==> config.mk <==
export PLATFORM = sky130hd
export DESIGN_NAME = ram_arbiter
export DESIGN_NICKNAME = d
export VERILOG_FILES = /design/src/rtl/nanoz80_pkg.sv /design/src/rtl/ram_arbiter.sv
export SDC_FILE = /design/constraint.sdc
export NUM_CORES = 1
export LEC_CHECK = 0
export ABC_AREA = 1
export BUFFER_PORTS_ARGS = -buffer_cell sky130_fd_sc_hd__buf_2
export CORE_ASPECT_RATIO = 1.75
export CORE_MARGIN = 2
export CORE_UTILIZATION = 42
export CTS_CLUSTER_DIAMETER = 100
export DETAILED_ROUTE_END_ITERATION = 16
export GPL_TIMING_DRIVEN = 0
export PLACE_DENSITY_LB_ADDON = 0.08
export SLEW_MARGIN = 40
export SYNTH_ARGS = -nofsm -noshare
export SYNTH_HDL_FRONTEND = slang
export SYNTH_SLANG_ARGS = --single-unit
==> constraint.sdc <==
create_clock -name clk_i -period 1.35 [get_ports clk_i]
set_clock_uncertainty 0.15 [all_clocks]
set_input_delay 0.0675 -clock clk_i [delete_from_list [all_inputs] [get_ports clk_i]]
set_output_delay 0.0675 -clock clk_i [all_outputs]
set_load 0.02 [all_outputs]
==> src/rtl/nanoz80_pkg.sv <==
`default_nettype none
// ============================================================================
// Module      : nanoz80_pkg
// Description : Shared encodings for the nanoZ80 memory subsystem (RAM
//               arbiter state machine, access owner, latency counter width).
// Revision    : 1.0 - initial release
// ============================================================================
package nanoz80_pkg;

    localparam int STATE_W = 2;
    localparam logic [STATE_W-1:0] ST_IDLE  = 2'd0;
    localparam logic [STATE_W-1:0] ST_ISSUE = 2'd1;
    localparam logic [STATE_W-1:0] ST_DATA  = 2'd2;

    localparam logic OWN_CPU = 1'b0;
    localparam logic OWN_DMA = 1'b1;

    localparam int LAT_CNT_W = 3;

endpackage
`default_nettype wire

==> src/rtl/ram_arbiter.sv <==
`default_nettype none
// ============================================================================
// Module      : ram_arbiter
// Description : Serialises Z80 and DMA accesses onto one RAM port, stretching
//               CPU cycles with WAIT_n and strobing DMA read data.
// Revision    : 1.0 - initial release
// ============================================================================
module ram_arbiter
    import nanoz80_pkg::*;
#(
    parameter int ADDR_W  = 16,
    parameter int DATA_W  = 8,
    parameter int RAM_LAT = 1
) (
    input  logic              clk_i,
    input  logic              rst_i,
    input  logic              cpu_cs_i,
    input  logic              cpu_rd_n_i,
    input  logic              cpu_wr_n_i,
    input  logic [ADDR_W-1:0] cpu_addr_i,
    input  logic [DATA_W-1:0] cpu_data_i,
    output logic [DATA_W-1:0] cpu_data_o,
    output logic              cpu_wait_n_o,
    input  logic              dma_req_i,
    input  logic              dma_we_i,
    input  logic [ADDR_W-1:0] dma_addr_i,
    input  logic [DATA_W-1:0] dma_data_i,
    output logic              dma_ack_o,
    output logic [DATA_W-1:0] dma_data_o,
    output logic              dma_valid_o,
    output logic              ram_en_o,
    output logic              ram_we_o,
    output logic [ADDR_W-1:0] ram_addr_o,
    output logic [DATA_W-1:0] ram_data_o,
    input  logic [DATA_W-1:0] ram_data_i
);

    localparam logic [LAT_CNT_W-1:0] c_lat_last = LAT_CNT_W'(RAM_LAT - 1);

    logic [STATE_W-1:0]   r_state;
    logic [STATE_W-1:0]   w_state_next;
    logic                 r_owner;
    logic                 r_we;
    logic [ADDR_W-1:0]    r_addr;
    logic [DATA_W-1:0]    r_wdata;
    logic                 r_last_grant;
    logic                 r_cpu_done;
    logic [LAT_CNT_W-1:0] r_cnt;
    logic [DATA_W-1:0]    r_cpu_data;
    logic [DATA_W-1:0]    r_dma_data;
    logic                 r_dma_valid;

    logic w_cpu_access;
    logic w_cpu_inflight;
    logic w_dma_inflight;
    logic w_cpu_pend;
    logic w_dma_pend;
    logic w_grant;
    logic w_grant_owner;
    logic w_data_last;

    assign w_cpu_access   = cpu_cs_i & (~cpu_rd_n_i | ~cpu_wr_n_i);
    assign w_cpu_inflight = (r_state != ST_IDLE) & (r_owner == OWN_CPU);
    assign w_dma_inflight = (r_state != ST_IDLE) & (r_owner == OWN_DMA);
    assign w_cpu_pend     = w_cpu_access & ~r_cpu_done & ~w_cpu_inflight;
    assign w_dma_pend     = dma_req_i & ~w_dma_inflight;
    assign w_grant        = (r_state == ST_IDLE) & (w_cpu_pend | w_dma_pend);
    assign w_data_last    = (r_state == ST_DATA) & (r_cnt == c_lat_last);

    // On a tie the side that did not win last time gets the port.
    assign w_grant_owner  = (w_cpu_pend & w_dma_pend) ? ~r_last_grant :
                            (w_dma_pend ? OWN_DMA : OWN_CPU);

    always_ff @(posedge clk_i) begin
        if (rst_i) begin
            r_state <= ST_IDLE;
        end else begin
            r_state <= w_state_next;
        end
    end

    always_comb begin
        w_state_next = r_state;
        case (r_state)
            ST_IDLE:  if (w_grant) w_state_next = ST_ISSUE;
            ST_ISSUE: w_state_next = r_we ? ST_IDLE : ST_DATA;
            ST_DATA:  if (w_data_last) w_state_next = ST_IDLE;
            default:  w_state_next = ST_IDLE;
        endcase
    end

    always_comb begin
        ram_en_o  = 1'b0;
        ram_we_o  = 1'b0;
        dma_ack_o = 1'b0;
        if (r_state == ST_ISSUE) begin
            ram_en_o  = 1'b1;
            ram_we_o  = r_we;
            dma_ack_o = (r_owner == OWN_DMA);
        end
    end

    assign cpu_wait_n_o = ~(w_cpu_access & ~r_cpu_done);
    assign ram_addr_o   = r_addr;
    assign ram_data_o   = r_wdata;
    assign cpu_data_o   = r_cpu_data;
    assign dma_data_o   = r_dma_data;
    assign dma_valid_o  = r_dma_valid;

    // Owner request is captured at grant so the RAM bus holds it between accesses.
    always_ff @(posedge clk_i) begin
        if (rst_i) begin
            r_owner      <= OWN_CPU;
            r_we         <= 1'b0;
            r_addr       <= '0;
            r_wdata      <= '0;
            r_last_grant <= OWN_DMA;
        end else if (w_grant) begin
            r_owner      <= w_grant_owner;
            r_last_grant <= w_grant_owner;
            if (w_grant_owner == OWN_DMA) begin
                r_we    <= dma_we_i;
                r_addr  <= dma_addr_i;
                r_wdata <= dma_data_i;
            end else begin
                r_we    <= ~cpu_wr_n_i;
                r_addr  <= cpu_addr_i;
                r_wdata <= cpu_data_i;
            end
        end
    end

    always_ff @(posedge clk_i) begin
        if (rst_i) begin
            r_cnt <= '0;
        end else if (r_state == ST_DATA) begin
            r_cnt <= w_data_last ? '0 : r_cnt + 1'b1;
        end else begin
            r_cnt <= '0;
        end
    end

    // cpu_done blocks a second access until the Z80 drops its chip select.
    always_ff @(posedge clk_i) begin
        if (rst_i) begin
            r_cpu_done <= 1'b0;
        end else if (!cpu_cs_i) begin
            r_cpu_done <= 1'b0;
        end else if (((r_state == ST_ISSUE) & r_we & (r_owner == OWN_CPU)) |
                     (w_data_last & (r_owner == OWN_CPU))) begin
            r_cpu_done <= 1'b1;
        end
    end

    always_ff @(posedge clk_i) begin
        if (rst_i) begin
            r_cpu_data  <= '0;
            r_dma_data  <= '0;
            r_dma_valid <= 1'b0;
        end else begin
            r_dma_valid <= w_data_last & (r_owner == OWN_DMA);
            if (w_data_last & (r_owner == OWN_CPU)) begin
                r_cpu_data <= ram_data_i;
            end
            if (w_data_last & (r_owner == OWN_DMA)) begin
                r_dma_data <= ram_data_i;
            end
        end
    end

endmodule
`default_nettype wire

Word-level counts from Yosys, hierarchy flattened
Index checks and enable logic that the tools add are counted.
{ "word_totals": {"out_inout_bits": 45, "in_bits": 63, "regBits": 50, "elab_cells": 60} }
{ "classes": {"n_reduce_logical": 6, "bitwise_logic": 26, "eq_ne": 4, "mux": 12, "n_addsub": 1} }
{ "ops": {"columns": ["cell", "n"], "rows": [
  ["2-to-1 mux 16 bit", 1],
  ["bitwise AND 1 bit", 13],
  ["NOT 1 bit", 10],
  ["2-to-1 mux 8 bit", 1],
  ["2-to-1 mux 1 bit", 6],
  ["2-to-1 mux 2 bit", 3],
  ["one-hot mux 2 bit (3 select lines)", 1],
  ["!= test 2 bit, second input constant", 2],
  ["adder 3 x 1 -> 3 bit, second input constant", 1],
  ["logical NOT 3 bit", 1],
  ["bitwise OR 1 bit", 3],
  ["OR reduction 3 bit", 1],
  ["equality test 2 x 1 -> 1 bit, second input constant", 1],
  ["equality test 2 bit, second input constant", 1],
  ["logical NOT 2 bit", 1],
  ["AND reduction 2 bit", 1],
  ["nonzero test 2 bit", 1],
  ["OR reduction 2 bit", 1]
]} }

Depth between registers and ports, before layout
Gate-level depths: netlist of run 1.
{ "depth": {"word_depth": 9, "mapped_depth": 9} }

Worst setup path before layout of run 1
No wires, ideal clock.
{ "synth_path": {"path_type": "reg-to-reg", "from": "reg r_state[0]", "to": "reg r_cpu_done", "setup_time_ns": 0.057, "setup_slack_ns": -0.352, "t_required_ns": 1.143, "synth_period_minus_slack_ns": 1.702, "path_buffers": 0, "arrival_time_ns": 1.495, "stages_incl_launch_ff": 9, "path_cell_list": "dfxtp_1 inv_2 nor2_1 inv_1 nor2_1 nand2_1 nand3_1 nand3_1 inv_1"} }
{ "synth_via": {"elab_chain_cells": 4, "word_cells_on_any_way": 7, "classes_between": "eq/ne: 2; bitwise: 5"} }
{ "synth_rtl": {"columns": ["element", "line", "rtl"], "rows": [
  ["start, declared", "ram_arbiter.sv:40", "logic [STATE_W-1:0] r_state;"],
  ["start signal, assigned", "ram_arbiter.sv:78", "r_state <= w_state_next;"],
  ["equality test 2 x 1 -> 1 bit or equality test 2 bit (tied branches)", "ram_arbiter.sv:149, ram_arbiter.sv:68", null],
  ["bitwise AND 1 bit, on equally long branches", "ram_arbiter.sv:149, ram_arbiter.sv:68", null],
  ["bitwise AND 1 bit, on equally long branches", "ram_arbiter.sv:149, ram_arbiter.sv:150", null],
  ["bitwise OR 1 bit *", "ram_arbiter.sv:149", "end else if (((r_state == ST_ISSUE) & r_we & (r_owner == OWN_CPU)) |"],
  ["end signal, assigned", "ram_arbiter.sv:146", "r_cpu_done <= 1'b0;"],
  ["end signal, assigned", "ram_arbiter.sv:148", "r_cpu_done <= 1'b0;"],
  ["end signal, assigned", "ram_arbiter.sv:151", "r_cpu_done <= 1'b1;"],
  ["end, declared", "ram_arbiter.sv:47", "logic r_cpu_done;"]
]} }
Mark *: on every way between the ends. The rest lies on a longest branch, timed or not.
A chain may end at the register's enable or synchronous reset.

Worst setup path in the final report of run 1
{ "layout_path": {"from": "reg r_state[1]", "to": "reg r_cpu_data[0] (netlist: cpu_data_o[0])"} }
{ "layout_via": {"elab_chain_cells": 3} }
{ "layout_rtl": {"columns": ["element", "line", "rtl"], "rows": [
  ["equality test 2 bit", "ram_arbiter.sv:68", "assign w_data_last = (r_state == ST_DATA) & (r_cnt == c_lat_last);"],
  ["bitwise AND 1 bit", "ram_arbiter.sv:68", null],
  ["bitwise AND 1 bit", "ram_arbiter.sv:162", "if (w_data_last & (r_owner == OWN_CPU)) begin"],
  ["end signal, assigned", "ram_arbiter.sv:163", "r_cpu_data <= ram_data_i;"],
  ["end, declared", "ram_arbiter.sv:49", "logic [DATA_W-1:0] r_cpu_data;"]
]} }
Every way passes these cells.

==> results.txt, run 1 <==
count leader, synth - nor2_1
GR Overflow Total - 0
Clock Tree Buf Depth - 2
drt wl/cell - 15.1 um
reg2reg path depth - 7
area grow syn2layout - 83.0%
area after detailed placement - 3080 sq um
Max Used Layer - met4
setup ws final - -164 ps
clk_lat worst skew - 310 ps
final cell count without fillers - 614
Synth top area share - 41.6%
I/O Buffers - 107
GRT Total Usage - 26.3%
EDFF count, synth - 0
die height - 104 um
synth cell count leaders - 59 x nor2_1, 50 x dfxtp_1, 47 x nand2_1, 45 x nand3_1, 42 x a21oi_1
CP Capture Point - cpu_data_o[0]$_SDFFE_PP0P_
wire length on met3 - 379 um
Cell variety after synth - 23
layout cells sized above 1 - 44.8%
vias post-DR - 3090
DRT Pass-1 Iters - 4
Tcrit/Tclk final - 112%
Synth Area per Inst - 7.01 sq um
# setup viols final - 47
TritonCTS clock tree - built
Std-Cell Rows - 36
DR vias/cell - 5.03
worst-path cell chain - inv_2 -> buf_6 -> nor3_4 -> buf_8 -> buf_8 -> nand3_4 -> a21oi_2
top_reg_cell synth - dfxtp_1
vias in the first global route - 3014
Routed Antenna Nets - 0
max_slew headroom - 55.5%
unrepaired setup endpoints after global routing - yes
Crit path required time - 1450 ps
pins over their slew limit - 0
I/O pins - 108
Root Buffer - clkbuf_8
HPWL after detailed placement - 5040 um
clock tree sinks - 50
crit path capture type - flop
asr flop ratio synth - 0%
# Max-Cap Violations - 0
f_max - 0.660 GHz
arrival time at the worst endpoint - 1620 ps
Finished Cell Area - 4400 sq um
flops & latches, synth - 50
LEAKAGE - 2.05 nW
min cycle time layout - 1510 ps
Worst Tran Pin Value - 667 ps
Peak VDD IR - 0.000905 V
Seq/Total Area, Yosys - 41.6%
clock transition at the registers of the reported paths - 100 ps
Die Span X - 61.2 um
Post-Route WL - 9290 um
failing checks - setup timing
Num CTS Buffers - 5
critical path class - flop to flop
Fill cells - 391
Syn. warnings - 0
syn_nets - 408
area leader, netlist - dfxtp_1
1st-iter DRT viols - 143
crit-path most repeated cell - buf_8
Met2 Wirelength - 5330 um
r2r setup slk - -160 ps
fin nets - 602
H-tree levels - 2
total power - 3.99 mW
status - finished, violations left
Synth Instances - 343
area of the core - 5540 sq um
die footprint - 6370 sq um
CP Launch Type - flop
WL met1 - 3210 um
CP max FO - 7
Worst R2R End - cpu_data_o[0]$_SDFFE_PP0P_
initial antenna violation count - 0
top post-synthesis cells by area - dfxtp_1 42%, nand3_1 9.4%, nor2_1 9.2%
DRC Markers - 0
Final Hold Fails - 0
global-route wire length before repair - 13100 um
delay of the slowest critical-path stage - 370 ps
Critical Path Source - r_state[1]$_SDFFE_PP0P_
# diodes - 0
RD Place Congestion - 0.796
initial core utilization - 43.4%
largest net degree at the start of global routing - 17
Critical Path Slowest Stage Cell - dfxtp_4
Placed Instances - 526
Reg-to-Reg Start - r_state[1]$_SDFFE_PP0P_
worst min-delay path category - input pin to flop
synthesized cell area - 2410 sq um
Power Dens Cells - 906 nW/um^2
timing repair:
action                     CTS  global route
buffers inserted             7             5
hold buffers                59             0
pin swaps                   23            25
gates resized for setup     59            69
hold endpoints to repair    42             0
setup endpoints to repair   47            47
cloned                       7             2
worst min-delay path by stage:
| stage | start | to | cells after the start |
|---|---|---|---|
| final | rst_i | ram_addr_o[9]$_SDFFE_PP0P_ | 4 |
| after global routing | rst_i | ram_addr_o[6]$_SDFFE_PP0P_ | 4 |
| after CTS | rst_i | ram_addr_o[9]$_SDFFE_PP0P_ | 4 |
| after detailed placement | cpu_cs_i | r_cpu_done$_SDFFE_PP0P_ | 3 |
| after global placement | cpu_cs_i | r_cpu_done$_SDFFE_PP0P_ | 3 |
| after floorplan | cpu_cs_i | r_cpu_done$_SDFFE_PP0P_ | 2 |
state kept, by name, summed over array words and instances, names as in the netlist, 2 cells and up:
register	count
ram_addr_o	16
cpu_data_o	8
dma_data_o	8
ram_data_o	8
r_cnt	3
r_state	2
power by group:
group          internal [mW]  switching (mW)
registers               1.59          0.0700
clock network          0.365           0.538
logic                  0.622           0.800
total                   2.58            1.41
cell usage in the layout, fill, tap and decap left out, types with 2 or more instances in the layout:
cell type	count
nor2_2	5
a21oi_2	13
o21ai_0	25
nand3_4	7
dfxtp_4	2
a21oi_4	2
buf_6	19
dfxtp_1	44
nand2_8	2
clkbuf_8	6
nand2_2	6
dfxtp_2	4
buf_2	106
buf_8	3
nor2_1	50
clkbuf_1	4
nand2_4	4
inv_1	32
buf_4	13
nor2_4	4
inv_2	3
nand3_1	10
a21oi_1	29
inv_4	3
nand3_2	31
nand2_1	40
dlygate4sd3_1	59
cell families after synthesis:
logic type,Yosys count,share of synthesized area [%]
AO/OA/AOI/OAI,70,15.6
AND/OR/NAND/NOR,159,29.2
buffers and inverters,61,12.2
XOR/XNOR,1,0.364
flip-flops,50,41.6
adder cells (fa/ha/maj),2,1.04
worst max-delay path: cells and delay by family (launching register included):
kind / cells / cell delay (ps)
flops: 1 / 370
buf+inv: 4 / 530
simple gates: 2 / 280
compound gates: 1 / 120
metrics by stage:
| step | setup slack (ps) | hold WS, ps | utilization [%] | TNS [ps] |
|---|---|---|---|---|
| after floorplan | -62.2 | 43.3 | - | -793 |
| after global placement | -253 | 198 | 55.6 | -7020 |
| after detailed placement | -286 | 205 | 55.6 | -8040 |
| after CTS | -119 | 48.4 | 73.5 | -4260 |
| after global routing | -241 | 89.7 | 79.5 | -8490 |
| final | -164 | 59.8 | 79.5 | -5260 |
metal layers:
layer	GRT usage (%)	vias to the layer above
met5	0	-
met1	25.8	1437
met2	49.0	122
li1	-	1494
met3	3.73	37
met4	13.4	0
final cells by class:
type	instances	area, sq um	share of cell area (%)
tap	76	95.1	2.16
clock buffer	5	68.8	1.56
sequential	50	1010	23.0
inverter	39	159	3.61
multi-input combinational	234	1510	34.3
buffer	22	218	4.94
timing repair buffer	185	1320	29.9
clock inverter	3	21.3	0.483
Note: power is estimated with default switching activity, not from simulation.
==> inputs of run 2 (changes only) <==
PLACE_DENSITY = 0.77   (was unset)
PLACE_DENSITY_LB_ADDON = unset   (was 0.08)
==> run 2 against run 1 <==
The flow still finishes with violations (setup timing). Final cell count is 1.3% higher. Power is 7.2% higher. Clock-buffer cell count is 2 higher. Fmax is 4.1% lower. Utilization is 2.8 points higher. First-iteration DRC count is 2.8% higher. Hold slack better by 1.8 ps. Die area stayed put. Global-route usage is 3.0 points higher.
==> results.txt, run 2 (synthesis results as in run 1) <==
I/O Buffers - 107 (unchanged)
status - finished, violations left
Power Dens Cells - 938 nW/um^2 (+3.5%)
DRT Pass-1 Iters - 4 (unchanged)
Die Span X - 61.2 um (unchanged)
final cell count without fillers - 622 (+1.3%)
Final Hold Fails - 0 (unchanged)
Critical Path Slowest Stage Cell - dfxtp_4
die footprint - 6370 sq um (unchanged)
CP max FO - 8 (+1)
Worst Tran Pin Value - 771 ps (+104 ps)
Tcrit/Tclk final - 117% (+4.7 points)
Root Buffer - clkbuf_8
r2r setup slk - -230 ps (-60 ps)
vias post-DR - 3263 (+5.6%)
initial core utilization - 43.4% (unchanged)
Num CTS Buffers - 5 (unchanged)
setup ws final - -229 ps (-64.1 ps)
critical path class - flop to flop
DRC Markers - 0 (unchanged)
worst hold slack - 61.7 ps (+1.84 ps)
arrival time at the worst endpoint - 1660 ps (+40 ps)
DR vias/cell - 5.25 (+4.2%)
worst min-delay path category - input pin to flop
area grow syn2layout - 89.4%
drt wl/cell - 17.0 um (+12%)
GR Overflow Total - 0 (unchanged)
I/O pins - 108 (unchanged)
number of flip-flops in the largest register - 16 (unchanged)
clock tree sinks - 50 (unchanged)
Clock Tree Buf Depth - 2 (unchanged)
Total Neg Setup Slack - -6520 ps (-1250 ps)
CP Launch Type - flop
Fill cells - 306 (-22%)
Peak VDD IR - 0.000945 V (+4.4%)
HPWL after detailed placement - 5020 um (-0.43%)
# setup viols final - 47 (unchanged)
f_max - 0.634 GHz (-4.1%)
commonest non-fill, non-tap cell in the layout - buf_2
Final Util - 82.3% (+2.8 points)
H-tree levels - 2 (unchanged)
GRT Total Usage - 29.3% (+3.0 points)
global-route wire length before repair - 14300 um (+9.2%)
Crit path required time - 1430 ps (-20 ps)
initial antenna violation count - 0 (unchanged)
largest net degree at the start of global routing - 15 (-2)
Placed Instances - 526 (unchanged)
vias in the first global route - 3267 (+8.4%)
LEAKAGE - 2.11 nW (+3.0%)
min cycle time layout - 1580 ps (+64.1 ps)
crit path capture type - flop
pre-CTS WS - -227 ps (+59.6 ps)
clk_lat worst skew - 300 ps (about the same)
Routed Antenna Nets - 0 (unchanged)
Std-Cell Rows - 36 (unchanged)
Post-Route WL - 10600 um (+14%)
delay of the slowest critical-path stage - 380 ps (about the same)
pins over their slew limit - 0 (unchanged)
die height - 104 um (unchanged)
unrepaired setup endpoints after global routing - yes
# Max-Cap Violations - 0 (unchanged)
fin nets - 610 (+1.3%)
clock transition at the registers of the reported paths - 90 ps (about the same)
# diodes - 0 (unchanged)
TritonCTS clock tree - built
layout cells sized above 1 - 45.4% (+0.63 points)
failing checks - setup timing
worst-path cell chain - inv_4 -> buf_4 -> nor3_4 -> buf_12 -> clkbuf_16 -> nand3_2 -> a21oi_2
area of the core - 5540 sq um (unchanged)
1st-iter DRT viols - 147 (+2.8%)
max_slew headroom - 48.6% (-6.9 points)
RD Place Congestion - 0.750 (-5.7%)
commonest cells after routing, fill and taps aside - 104 x buf_2, 59 x dlygate4sd3_1, 53 x nor2_1, 45 x dfxtp_1, 38 x nand2_1
-- run 2: cell types whose count changed in the layout (fill, tap and decap cells not counted), moves of 3 or more --
cell and delta:
nand3_2 -12, a21oi_1 -9, a21oi_2 +9, nand3_1 +7, buf_6 +6, nand3_4 +5
nand2_2 +3, nor2_1 +3
-- run 2: path summary, 6_finish.rpt --
kind	cells past startpoint	start	endpoint
worst max register to register	7	r_state[1]$_SDFFE_PP0P_	dma_data_o[7]$_SDFFE_PP0P_
worst min-delay path	4	rst_i	ram_addr_o[7]$_SDFFE_PP0P_
worst min register to register	2	cpu_data_o[2]$_SDFFE_PP0P_	cpu_data_o[2]$_SDFFE_PP0P_
worst max-delay path	7	r_state[1]$_SDFFE_PP0P_	dma_data_o[7]$_SDFFE_PP0P_
-- run 2: timing repair --
action | 4_1_cts | 5_1_grt
resized for setup | 61 | 73
endpoints found under the hold margin | 42 | 0
setup endpoints to repair | 47 | 47
hold buffers | 59 | 0
cloned | 8 | 2
buffers inserted | 14 | 6
pin swaps | 16 | 46
-- run 2: through the flow --
step	power [mW]	instance area [sq um]
finish	4.27	4560
global placement	2.65	3080
global route	4.43	4560
CTS	4.02	4140
detailed placement	2.67	3080
floorplan	2.34	2450
-- run 2: worst max-delay path: cells and delay by family (launching register included) --
kind                   cells  cell delay [ps]
and+or+nand+nor            2              310
AOI/OAI and AO/OA          1              140
buffers and inverters      4              510
DFF                        1              380
-- run 2: final cells by class --
cell class / count / area, sq um / area share, %
well taps: 76 / 95.1 / 2.09
clock buffers: 7 / 76.3 / 1.67
flip-flops and latches: 50 / 1010 / 22.2
repair buffers: 194 / 1450 / 31.8
multi-input cells: 233 / 1530 / 33.5
plain buffers: 22 / 218 / 4.78
inverters: 39 / 154 / 3.38
clock inverters: 1 / 30.0 / 0.659
-- run 2: where the power goes --
group          internal (mW)  switching [mW]
Sequential              1.59          0.0791
Combinational          0.679           0.859
Clock                  0.556           0.508
Total                   2.83            1.45
-- run 2: per-layer routing --
layer	track usage, %	vias up	wire length, um
li1	-	1508	-
met1	27.4	1535	3440
met2	53.1	176	6040
met3	5.60	44	559
met4	18.6	0	523
met5	0	-	0
==> inputs of run 3 (changes only) <==
REMOVE_ABC_BUFFERS = 1   (was unset)
==> run 3 against run 2 <==
The flow still finishes with violations (setup timing). Sequential cell count unchanged. Register-to-register slack hardly changed. Final area shrank 1.4%. Clock-buffer cell count fell by 2. Largest cell class unchanged.
==> results.txt, run 3 (synthesis results as in run 1) <==
status - finished, violations left
failing checks - setup timing
I/O pins - 108 (unchanged)
HPWL after detailed placement - 4290 um (-15%)
# Max-Cap Violations - 0 (unchanged)
area of the core - 5540 sq um (unchanged)
1st-iter DRT viols - 179 (+22%)
critical path class - flop to primary output
CP max FO - 3 (-5)
GR Overflow Total - 0 (unchanged)
Power Dens Cells - 937 nW/um^2 (about the same)
number of flip-flops in the largest register - 16 (unchanged)
area grow syn2layout - 86.8%
r2r setup slk - -240 ps (about the same)
drt wl/cell - 17.2 um (+1.1%)
commonest non-fill, non-tap cell in the layout - buf_2
Net Sw Power - 1.52 mW (+5.0%)
Sw Ratio - 36.0% (+2.2 points)
DR vias/cell - 5.27 (+0.51%)
layout cells sized above 1 - 42.9% (-2.5 points)
I/O Buffers - 107 (unchanged)
vias in the first global route - 3327 (+1.8%)
LEAKAGE - 2.10 nW (-0.41%)
reg2reg path depth - 9 (+2)
clock power share - 21.9% (-3.0 points)
met1 Usage GRT - 31.0% (+3.6 points)
max_slew headroom - 44.4% (-4.2 points)
Worst Tran Pin Value - 833 ps (+61.7 ps)
Tcrit/Tclk final - 121% (+4.2 points)
Crit path required time - 1130 ps (-300 ps)
Comb pwr share - 37.9% (+1.9 points)
GRT Total Usage - 31.7% (+2.4 points)
Die Span X - 61.2 um (unchanged)
DRC Markers - 0 (unchanged)
die footprint - 6370 sq um (unchanged)
initial core utilization - 43.4% (unchanged)
Post-Route WL - 10500 um (-0.50%)
delay of the slowest critical-path stage - 390 ps (about the same)
Routed Antenna Nets - 0 (unchanged)
met2 usage - 57.1% (+4.0 points)
crit path capture type - primary output
commonest cells after routing, fill and taps aside - 104 x buf_2, 60 x dlygate4sd3_1, 52 x nor2_1, 43 x dfxtp_1, 38 x nand2_1
Root Buffer - clkbuf_8
# diodes - 0 (unchanged)
Flop pwr share - 40.1% (+1.0 points)
global-route wire length before repair - 15400 um (+7.7%)
Num CTS Buffers - 5 (unchanged)
pins over their slew limit - 0 (unchanged)
clock tree sinks - 50 (unchanged)
Placed Instances - 508 (-3.4%)
hold path depth - 2 (-2)
crit-path most repeated cell - buf_6
Critical Path Slowest Stage Cell - dfxtp_4
unrepaired setup endpoints after global routing - yes
initial antenna violation count - 0 (unchanged)
RD Place Congestion - 0.778 (+3.8%)
DRT Pass-1 Iters - 4 (unchanged)
H-tree levels - 2 (unchanged)
clock transition at the registers of the reported paths - 110 ps (+20 ps)
CP Launch Type - flop
Peak VDD IR - 0.000603 V (-36%)
# setup viols final - 52 (+11%)
Clock Tree Buf Depth - 2 (unchanged)
Std-Cell Rows - 36 (unchanged)
setup ws final - -285 ps (-56.2 ps)
fin nets - 600 (-1.6%)
Power Internal - 2.70 mW (-4.7%)
GRT busiest layer - met2
worst min-delay path category - input pin to flop
min cycle time layout - 1630 ps (+56.2 ps)
arrival time at the worst endpoint - 1420 ps (-240 ps)
worst-path cell chain - inv_4 -> buf_4 -> buf_6 -> nor2_4 -> inv_2 -> nor2_2 -> buf_6
die height - 104 um (unchanged)
Final Hold Fails - 0 (unchanged)
largest net degree at the start of global routing - 29 (+14)
clk_lat worst skew - 310 ps (about the same)
f_max - 0.612 GHz (-3.4%)
final cell count without fillers - 612 (-1.6%)
total power - 4.21 mW (-1.5%)
vias post-DR - 3227 (-1.1%)
TritonCTS clock tree - built
met3 Use GR - 6.47% (+0.87 points)
==> run 3: cell count changes in the layout (fill, tap and decap cells not counted), moves of 6 or more <==
cell      previous run  this run
o21ai_0             25        18
clkbuf_1             6         0
a21oi_1             20        35
a21oi_2             22         7
nand3_2             19        29
buf_6               25        12
o21ai_1              0         7
==> run 3: power by group through the flow <==
| stage | sequential [mW] | clock (mW) | combinational [mW] |
|---|---|---|---|
| after floorplan | 1.82 | 0 | 0.428 |
| after global placement | 1.69 | 0 | 0.853 |
| after detailed placement | 1.70 | 0 | 0.916 |
| after CTS | 1.68 | 0.926 | 1.44 |
| after global routing | 1.70 | 1.01 | 1.70 |
| final | 1.69 | 0.923 | 1.60 |
==> run 3: worst max-delay path, delay by kind of cell, from the launching register on <==
kind / cells / cell delay [ps]
DFF: 1 / 390
buffers and inverters: 5 / 480
and+or+nand+nor: 2 / 230
==> run 3: what timing repair did <==
item                       4_1_cts  5_1_grt
gates resized for setup         81       35
gates cloned                    11        2
setup buffers                   21        3
setup endpoints to repair       48       53
hold buffers                    60        0
pin swaps                       41       26
hold endpoints to repair        44        0
==> run 3: through the flow <==
stage / setup WS (ps) / TNS, ps / area (sq um) / hold slack [ps] / util [%]
after floorplan: -406 / -15140 / 2260 / -13.4 / -
after global routing: -324 / -11560 / 4490 / 12.0 / 81.1
after CTS: -133 / -5230 / 4320 / 1.41 / 77.9
final: -285 / -8410 / 4490 / 9.01 / 81.1
after detailed placement: -820 / -31830 / 2960 / 207 / 53.5
after global placement: -825 / -32110 / 2890 / 177 / 52.2
==> run 3: layout make-up <==
cell class	count	area, sq um
Timing Repair Buffer	200	1630
Clock inverter	3	25.0
Sequential cell	50	1010
Clock buffer	5	68.8
Tap cell	76	95.1
Multi-Input combinational cell	239	1500
Inverter	39	154
Fill cell	360	1050
==> run 3: path summary, 6_finish.rpt <==
check	from	endpoint
setup reg to reg	r_state[0]$_SDFFE_PP0P_	ram_addr_o[9]$_SDFFE_PP0P_
hold reg to reg	dma_data_o[7]$_SDFFE_PP0P_	dma_data_o[7]$_SDFFE_PP0P_
setup / recovery	r_state[0]$_SDFFE_PP0P_	dma_ack_o
hold / removal	rst_i	r_owner$_SDFFE_PP0P_
==> run 3: per-layer routing <==
metal  vias up  share of wire (%)
met3        44                5.1
li1       1509                  -
met5         -                  0
met2       164                 56
met4         0                4.2
met1      1510                 34
